### config.mk
export PLATFORM = sky130hd
export DESIGN_NAME = lane_packer
export DESIGN_NICKNAME = d
export VERILOG_FILES = /design/src/rtl/lane_packer.sv
export SDC_FILE = /design/constraint.sdc
export NUM_CORES = 1
export LEC_CHECK = 0
export ABC_AREA = 1
export BUFFER_PORTS_ARGS = -buffer_cell sky130_fd_sc_hd__buf_4
export CAP_MARGIN = 20
export CORE_MARGIN = 2
export CORE_UTILIZATION = 61
export DETAILED_ROUTE_END_ITERATION = 8
export GPL_ROUTABILITY_DRIVEN = 0
export PLACE_DENSITY = 0.84
export SYNTH_ARGS = -nofsm -noshare
export SYNTH_HDL_FRONTEND = slang
export SYNTH_SLANG_ARGS = --single-unit
### constraint.sdc
create_clock -name clk -period 4.74 [get_ports clk]
set_input_delay 0.948 -clock clk [delete_from_list [all_inputs] [get_ports clk]]
set_output_delay 0.948 -clock clk [all_outputs]
set_load 0.03 [all_outputs]
### src/rtl/lane_packer.sv
// Packs a stream of 8-bit lane records into a ROWS x LANES word (row-major,
// slot 0 in the LSBs) and presents it with an occupancy mask on valid/ready.
module lane_packer #(
    parameter int unsigned LANES = 4,
    parameter int unsigned ROWS  = 2
) (
    input  logic                        clk,
    input  logic                        rst_n,
    input  logic                        in_valid,
    output logic                        in_ready,
    input  logic [7:0]                  in_data,
    input  logic                        in_last,
    output logic                        out_valid,
    input  logic                        out_ready,
    output logic [8*ROWS*LANES-1:0]     out_word,
    output logic [ROWS*LANES-1:0]       out_mask
);

    localparam int unsigned TOTAL = ROWS * LANES;
    localparam int unsigned CW    = (TOTAL > 1) ? $clog2(TOTAL) : 1;

    logic [8*TOTAL-1:0] r_acc;
    logic [TOTAL-1:0]   r_amask;
    logic [CW-1:0]      r_cnt;
    logic [8*TOTAL-1:0] r_out_word;
    logic [TOTAL-1:0]   r_out_mask;
    logic               r_out_valid;

    logic               w_accept;
    logic               w_complete;
    logic [8*TOTAL-1:0] w_merged_word;
    logic [TOTAL-1:0]   w_merged_mask;

    assign in_ready   = !r_out_valid || out_ready;
    assign w_accept   = in_valid && in_ready;
    assign w_complete = w_accept && ((r_cnt == CW'(TOTAL - 1)) || in_last);

    // Accumulator with the incoming record dropped into slot r_cnt.
    always_comb begin
        w_merged_word = r_acc;
        w_merged_mask = r_amask;
        for (int unsigned k = 0; k < TOTAL; k++) begin
            if (r_cnt == CW'(k)) begin
                w_merged_word[8*k +: 8] = in_data;
                w_merged_mask[k]        = 1'b1;
            end
        end
    end

    always_ff @(posedge clk or negedge rst_n) begin
        if (!rst_n) begin
            r_acc       <= '0;
            r_amask     <= '0;
            r_cnt       <= '0;
            r_out_word  <= '0;
            r_out_mask  <= '0;
            r_out_valid <= 1'b0;
        end else begin
            if (w_complete) begin
                r_out_word  <= w_merged_word;
                r_out_mask  <= w_merged_mask;
                r_out_valid <= 1'b1;
                r_acc       <= '0;
                r_amask     <= '0;
                r_cnt       <= '0;
            end else begin
                if (w_accept) begin
                    r_acc   <= w_merged_word;
                    r_amask <= w_merged_mask;
                    r_cnt   <= r_cnt + CW'(1);
                end
                if (r_out_valid && out_ready) begin
                    r_out_valid <= 1'b0;
                end
            end
        end
    end

    assign out_valid = r_out_valid;
    assign out_word  = r_out_word;
    assign out_mask  = r_out_mask;

endmodule

* After elaboration in Yosys (flattened, before gate mapping) *
Cells that the tools add are included.

word-level totals
  register bits after elaboration = 148
  latch bits = 0
  RAM bits = 0
  memory bits (read-only) = 0
  bits of input ports = 13
  logic and storage cells = 47
  memories = 0

operators by class
  $add $sub $neg = 1
  multiply operators = 0
  div/mod/pow operators = 0
  order comparisons = 0
  equal/unequal tests = 7
  shift operators = 0
  muxes and demuxes = 24
  bitwise gates (word level) = 0
  reductions and logical operators = 9

operators with widths
  operator               number
  $mux W64               2
  $mux W8                10
  $eq A3 B3 Y1 const B   4
  $mux W1                10
  $eq A3 B2 Y1 const B   2
  $mux W3                2
  $reduce_bool A2 Y1     2
  $add A3 B1 Y3 const B  1
  $eq A3 B1 Y1 const B   1
  $logic_and A1 B1 Y1    3
  $logic_not A3 Y1       1
  $logic_or A1 B1 Y1     2
  $logic_not A1 Y1       1

* Longest topological paths before layout *
Gate-level depths: netlist of run 1.

  word-level depth = 5
  gate-level depth with buffers = 9
  depth with buffers taken out = 8

* Least setup slack after synthesis of run 1 *
OpenSTA, ideal clock, no wires.

  path kind = input to output
  start = input port out_ready
  end = output port in_ready
  arrival time = 1.099 ns
  path slack = 2.693 ns
  stages on the path = 2
  buffers on the path = 0
  path through = inv_2 -> nand2_4

on the way
  longest elaborated chain between the ends = 1

RTL lines
  item                line  RTL
  start: declaration  14    input logic out_ready,
  $logic_or A1 B1 Y1  34    assign in_ready = !r_out_valid || out_ready;
  end: declaration    10    output logic in_ready,

Every way passes these cells.

* Worst setup path after layout of run 1 *
  start = register r_cnt[0]
  end = register r_out_word[17] (netlist: out_word[17])

on the way
  longest elaborated chain between the ends = 3
  elaborated cells between the ends (all ways) = 5
  those cells by class = eq/ne: 2; mux: 1; reduce/logical: 2

RTL lines
  item                      line  RTL
  start: declaration        24    logic [CW-1:0] r_cnt;
  start signal: assignment  70    r_cnt <= r_cnt + CW'(1);
  $eq A3 B3 Y1              36    assign w_complete = w_accept && ((r_cnt == CW'(TOTAL - 1)) || in_last);
  $logic_or A1 B1 Y1        36
  $logic_and A1 B1 Y1       36
  end signal: assignment    60    r_out_word <= w_merged_word;
  end: declaration          25    logic [8*TOTAL-1:0] r_out_word;

Parallel ways exist; a longest one is shown, timed or not.
A chain may end at the register's enable or synchronous reset.

==> metrics.md, run 1 <==
| Metric | Value |
|---|---|
| Post-synth cell types | `22` |
| Clock buffer count from CTS | `17` |
| Std-Cell Core Area | `10700 um2` |
| Worst R2R Start | `r_cnt[0]` |
| Nets | `920` |
| Worst Path Max Fanout | `41` |
| Gr usage total | `0.279` |
| Area leader, netlist | `dfrtp_1` |
| DR vias | `5494` |
| Cell count after synthesis | `830` |
| Dpl hpwl | `9.22 mm` |
| WP data required | `5200 ps` |
| Endpoints failing setup | `0` |
| Global-route wire length before repair | `25.4 mm` |
| Tmin final | `2580 ps` |
| Max Slew Vio Count | `0` |
| Area grow syn2layout | `18.1%` |
| Placed Cells | `1022` |
| Critical Path End | `out_word[17]` |
| Crit share post-route | `0.545` |
| Seq/Total Area, Yosys | `0.558` |
| Worst setup margin | `2160 ps` |
| TritonCTS clock tree | `done` |
| Chip Height | `108 um` |
| Starting Density | `0.618` |
| Post-layout util | `0.729` |
| CP Capture Type | `flop` |
| Critical path class | `reg2reg` |
| Synth Net Count | `849` |
| Worst EP arrival | `3040 ps` |
| Mapped cell area | `6640 um2` |
| Clock skew | `17.7 ps` |
| R2r endpoint | `out_word[17]` |
| CTS sink count | `148` |
| Routed Antenna Nets | `0` |
| Initial DRC count | `545` |
| H-tree depth | `4` |
| Commonest non-fill, non-tap cells in the layout | `nand2_1 (521), dfrtp_1 (148), buf_4 (90), nand3_1 (25), o21ai_0 (21)` |
| Ports | `87` |
| Layout cells sized above 1 | `0.172` |
| Worst-Margin Slew | `855 ps` |
| Synth top area share | `0.558` |
| Min-Delay Path Class | `reg2reg` |
| CP Launch Point | `r_cnt[0]` |
| First-pass DRT Iterations | `5` |
| Reg2reg setup slack | `2160 ps` |
| CTS root buffer | `clkbuf_8` |
| Port Buf Inserts | `86` |
| RSZ-0062 raised after global routing | `no` |
| Setup bufs post-CTS | `0` |
| Post-DR vias/cell | `5.21` |
| YS warnings | `0` |
| Die Area | `11700 um2` |
| Avg Synthesized Cell Area | `8.00 um2` |
| Leakage Power | `4.53 nW` |
| Largest cells by area after synthesis | `dfrtp_1 (56%), nand2_1 (29%), o21ai_2 (2.1%), nand3_1 (1.9%), o21ai_0 (1.6%)` |
| Die width | `108 um` |
| Fin cells | `1054` |
| FP Rows | `38` |
| WL/cell | `14.4 um` |
| Type of origin of the critical path | `flop` |
| Status | `complete, no violations` |
| Fmax | `387 MHz` |
| Clk buf depth | `2` |
| PD cells | `443 nW/um2` |
| Final routed DRC violation total | `0` |
| Setup TNS | `0 ps` |
| Worst slack at placement | `1890 ps` |
| Rel. slew slack | `0.430` |
| Hold Vio Cnt, Final | `0` |
| FF+latch count, synth | `148` |
| Final hold slack | `475 ps` |
| Pin count of the biggest net entering global routing | `97` |
| Initial antenna violation count | `0` |
| FF-to-FF path depth | `8` |
| Hold_buf cts | `0` |
| Peak VDD IR | `0.271 mV` |
| DRT Wirelength | `15.2 mm` |
| CTS resizes | `0` |
| Most common cell after layout, fill and taps aside | `nand2_1` |
| Antenna cells | `0` |
| Grt total ovfl | `0` |
| Max-cap violations | `0` |
| Clk_lat worst skew | `530 ps` |
| Vias in the first global route | `5257` |
| Clock-pin slew on the worst setup and hold paths | `70 ps` |
## registers in the layout, indices dropped and copies added, names as in the netlist
register and count:
r_acc 64, out_mask 8, out_word 64, r_amask 8, r_cnt 3, out_valid 1
## cells in the mapped netlist
library cell and number:
buf_6 6, nand2_1 521, nand2_4 3, nand3_2 1, nand2_2 6, o21ai_0 21, o21ai_1 3, nor2_4 1
ha_1 6, nand3_1 25, dfrtp_1 148, buf_2 15, buf_1 1, nor2_1 12, inv_1 20, o21ai_2 16
or2_2 2, buf_4 11, nor2_8 1, a21boi_1 1, clkbuf_1 6, inv_2 4
## routing by layer
metal	vias up	share of wire	track usage	wire length, um
li1	2676	-	-	-
met1	2596	0.44	0.388	6690
met2	195	0.49	0.444	7400
met3	27	0.055	0.0512	840
met4	0	0.017	0.102	255
met5	-	0	0	0
## per-stage QoR
stage	total power, mW	area, um2
floorplan	1.93	6640
global placement	2.14	7250
detailed placement	2.16	7250
CTS	3.47	7840
global route	3.62	7840
finish	3.47	7840
## worst min-delay path by stage
| stage | start | end | slack (ps) | depth (start not counted) |
|---|---|---|---|---|
| 6_report | r_amask[7] | r_amask[7] | 470 | 2 |
| 5_1_grt | r_amask[7] | r_amask[7] | 490 | 2 |
| 4_1_cts | r_amask[7] | r_amask[7] | 480 | 2 |
| 3_5_place_dp | r_amask[7] | r_amask[7] | 440 | 2 |
| 3_3_place_gp | r_amask[7] | r_amask[7] | 440 | 2 |
| 2_1_floorplan | r_amask[7] | r_amask[7] | 430 | 2 |
## cell families after synthesis
family                     Yosys count  share of synthesized area
and+or+nand+nor                    572                      0.339
DFF                                148                      0.558
buffers and inverters               63                     0.0514
adders and majority gates            6                     0.0113
AOI/OAI and AO/OA                   41                     0.0403
## worst max-delay path, stage by stage (launching register included)
cell,delay [ps]
dfrtp_1,420
ha_1,250
ha_1,220
inv_2,240
nand2_2,170
nand3_2,530
buf_4,480
nand2_1,110
nand2_1,90
## area by class of cell
cell class                 count  area [um2]
sequential                   148        3700
tap                          140         175
multi-input combinational    619        2590
timing repair buffer          91         687
inverter                      24        90.1
clock buffer                  19         442
clock inverter                13         146
fill                         803        2910
## power by group
part / total (mW) / switching, mW / internal (mW)
clock: 1.33 / 0.544 / 0.783
sequential: 1.46 / 0.0730 / 1.39
combinational: 0.680 / 0.467 / 0.213
total: 3.47 / 1.08 / 2.38
Note: power is estimated with default switching activity, not from simulation.
==> run 2, diff against run 1 <==
--- a/config.mk
+++ b/config.mk
@@ -9,10 +9,10 @@
 export BUFFER_PORTS_ARGS = -buffer_cell sky130_fd_sc_hd__buf_4
 export CAP_MARGIN = 20
 export CORE_MARGIN = 2
-export CORE_UTILIZATION = 61
+export CORE_UTILIZATION = 58
 export DETAILED_ROUTE_END_ITERATION = 8
 export GPL_ROUTABILITY_DRIVEN = 0
-export PLACE_DENSITY = 0.84
+export PLACE_DENSITY = 0.8
 export SYNTH_ARGS = -nofsm -noshare
 export SYNTH_HDL_FRONTEND = slang
 export SYNTH_SLANG_ARGS = --single-unit
==> constraint.sdc (replaced) <==
create_clock -name clk -period 2.4 [get_ports clk]
set_input_delay 0.48 -clock clk [delete_from_list [all_inputs] [get_ports clk]]
set_output_delay 0.48 -clock clk [all_outputs]
set_load 0.03 [all_outputs]
==> metrics.md, run 2 (synthesized netlist as in run 1, its figures left out) <==
| Metric | Value |
|---|---|
| CTS sink count | `148` |
| Commonest non-fill, non-tap cells in the layout | `nand2_1 (521), dfrtp_1 (148), buf_4 (93), nand3_1 (25), o21ai_0 (21)` |
| Global-route wire length before repair | `26.9 mm` |
| Chip Height | `111 um` |
| Initial DRC count | `498` |
| First-pass DRT Iterations | `5` |
| Worst R2R Start | `r_cnt[0]` |
| Std-Cell Core Area | `11300 um2` |
| Clk_lat worst skew | `420 ps` |
| WL/cell | `14.8 um` |
| Highest Signal Layer | `met4` |
| Min-Delay Path Class | `in2async` |
| Critical path class | `reg2reg` |
| Clk buf depth | `2` |
| Tmin final | `1950 ps` |
| Endpoints failing setup | `0` |
| Setup TNS | `0 ps` |
| Crit share post-route | `0.814` |
| Worst-Margin Slew | `674 ps` |
| Wl on met1 | `6.85 mm` |
| FF-to-FF path depth | `8` |
| Starting Density | `0.589` |
| Routed Antenna Nets | `0` |
| CP Capture Type | `flop` |
| TritonCTS clock tree | `done` |
| Peak VDD IR | `0.548 mV` |
| Leakage Power | `4.62 nW` |
| Nets | `928` |
| DR vias | `5611` |
| Clock buffer count from CTS | `17` |
| R2r endpoint | `out_word[23]` |
| Ports | `87` |
| Dpl cell area | `7380 um2` |
| Fill count | `862` |
| H-tree depth | `4` |
| Die Area | `12300 um2` |
| Die width | `111 um` |
| CTS root buffer | `clkbuf_16` |
| Post-layout util | `0.710` |
| Layout cells sized above 1 | `0.176` |
| Setup bufs post-CTS | `0` |
| DR WL met2 | `7.68 mm` |
| Met3 wire length | `971 um` |
| RSZ-0062 raised after global routing | `no` |
| Worst EP arrival | `2260 ps` |
| Rel. slew slack | `0.550` |
| Max Slew Vio Count | `0` |
| Most common cell after layout, fill and taps aside | `nand2_1` |
| Max-cap violations | `0` |
| DRT Wirelength | `15.8 mm` |
| Pin count of the biggest net entering global routing | `68` |
| Grt total ovfl | `0` |
| FP Rows | `39` |
| Port Buf Inserts | `86` |
| Area grow syn2layout | `20.6%` |
| Worst Path Max Fanout | `32` |
| Clock-pin slew on the worst setup and hold paths | `60 ps` |
| Gr usage total | `0.272` |
| Vias in the first global route | `5514` |
| PD cells | `887 nW/um2` |
| Worst slack at placement | `476 ps` |
| Hold_buf cts | `0` |
| Post-DR vias/cell | `5.27` |
| Hold Vio Cnt, Final | `0` |
| Post-layout instance area | `8000 um2` |
| Worst setup margin | `447 ps` |
| Dpl hpwl | `9.78 mm` |
| Antenna cells | `0` |
| Initial antenna violation count | `0` |
| Reg2reg setup slack | `450 ps` |
| CTS resizes | `0` |
| Type of origin of the critical path | `flop` |
| Status | `complete, no violations` |
| Final routed DRC violation total | `0` |
| Clock skew | `5.17 ps` |
| WP data required | `2710 ps` |
| Fmax | `512 MHz` |
## run 2: cell count changes in the layout (fill, tap and decap cells not counted), sizes merged
cell      delta
buf          +8
clkbuf       +4
inv          -4
clkinvlp     -3
bufinv       +2
clkinv       +1
## run 2: final cells by class
type | count | area [um2] | share of cell area
sequential | 148 | 3700 | 0.463
multi-input combinational | 619 | 2590 | 0.324
timing repair buffer | 99 | 810 | 0.101
clock buffer | 23 | 478 | 0.0597
tap | 143 | 179 | 0.0224
clock inverter | 9 | 150 | 0.0188
inverter | 24 | 90.1 | 0.0113
## run 2: stage by stage
step | std cells | power, mW | hold WS, ps
floorplan | 830 | 3.80 | 184
global placement | 1033 | 4.27 | 446
detailed placement | 1033 | 4.30 | 452
CTS | 1065 | 7.11 | 75.6
global route | 1065 | 7.40 | 98.5
finish | 1065 | 7.10 | 39.4
## run 2: where the power goes
| group | total, mW | internal (mW) | switching [mW] | leakage, nW |
|---|---|---|---|---|
| Combinational | 1.38 | 0.445 | 0.931 | 2.29 |
| Sequential | 2.90 | 2.74 | 0.152 | 2.03 |
| Clock | 2.83 | 1.82 | 1.01 | 0.303 |
| Total | 7.10 | 5.01 | 2.10 | 4.62 |
## run 2: per-layer routing
metal / track usage / vias up
met1: 0.371 / 2690
met3: 0.0547 / 29
met2: 0.441 / 206
li1: - / 2686
met5: 0 / -
met4: 0.0958 / 0
## run 2: worst max-delay path by stage
stage	start	end	slack [ps]	cells after the start
2_1_floorplan	r_cnt[2]	out_word[24]	730	8
3_3_place_gp	r_cnt[0]	out_mask[2]	550	8
3_5_place_dp	r_cnt[0]	out_word[15]	480	8
4_1_cts	r_cnt[0]	out_word[23]	440	8
5_1_grt	r_cnt[0]	out_word[17]	290	8
6_report	r_cnt[0]	out_word[23]	450	8
## run 2: critical path: stages (launching register included)
cell,delay [ps]
dfrtp_1,410
ha_1,210
ha_1,180
inv_2,50
nand2_2,110
nand3_2,390
buf_12,340
nand2_1,90
nand2_1,60
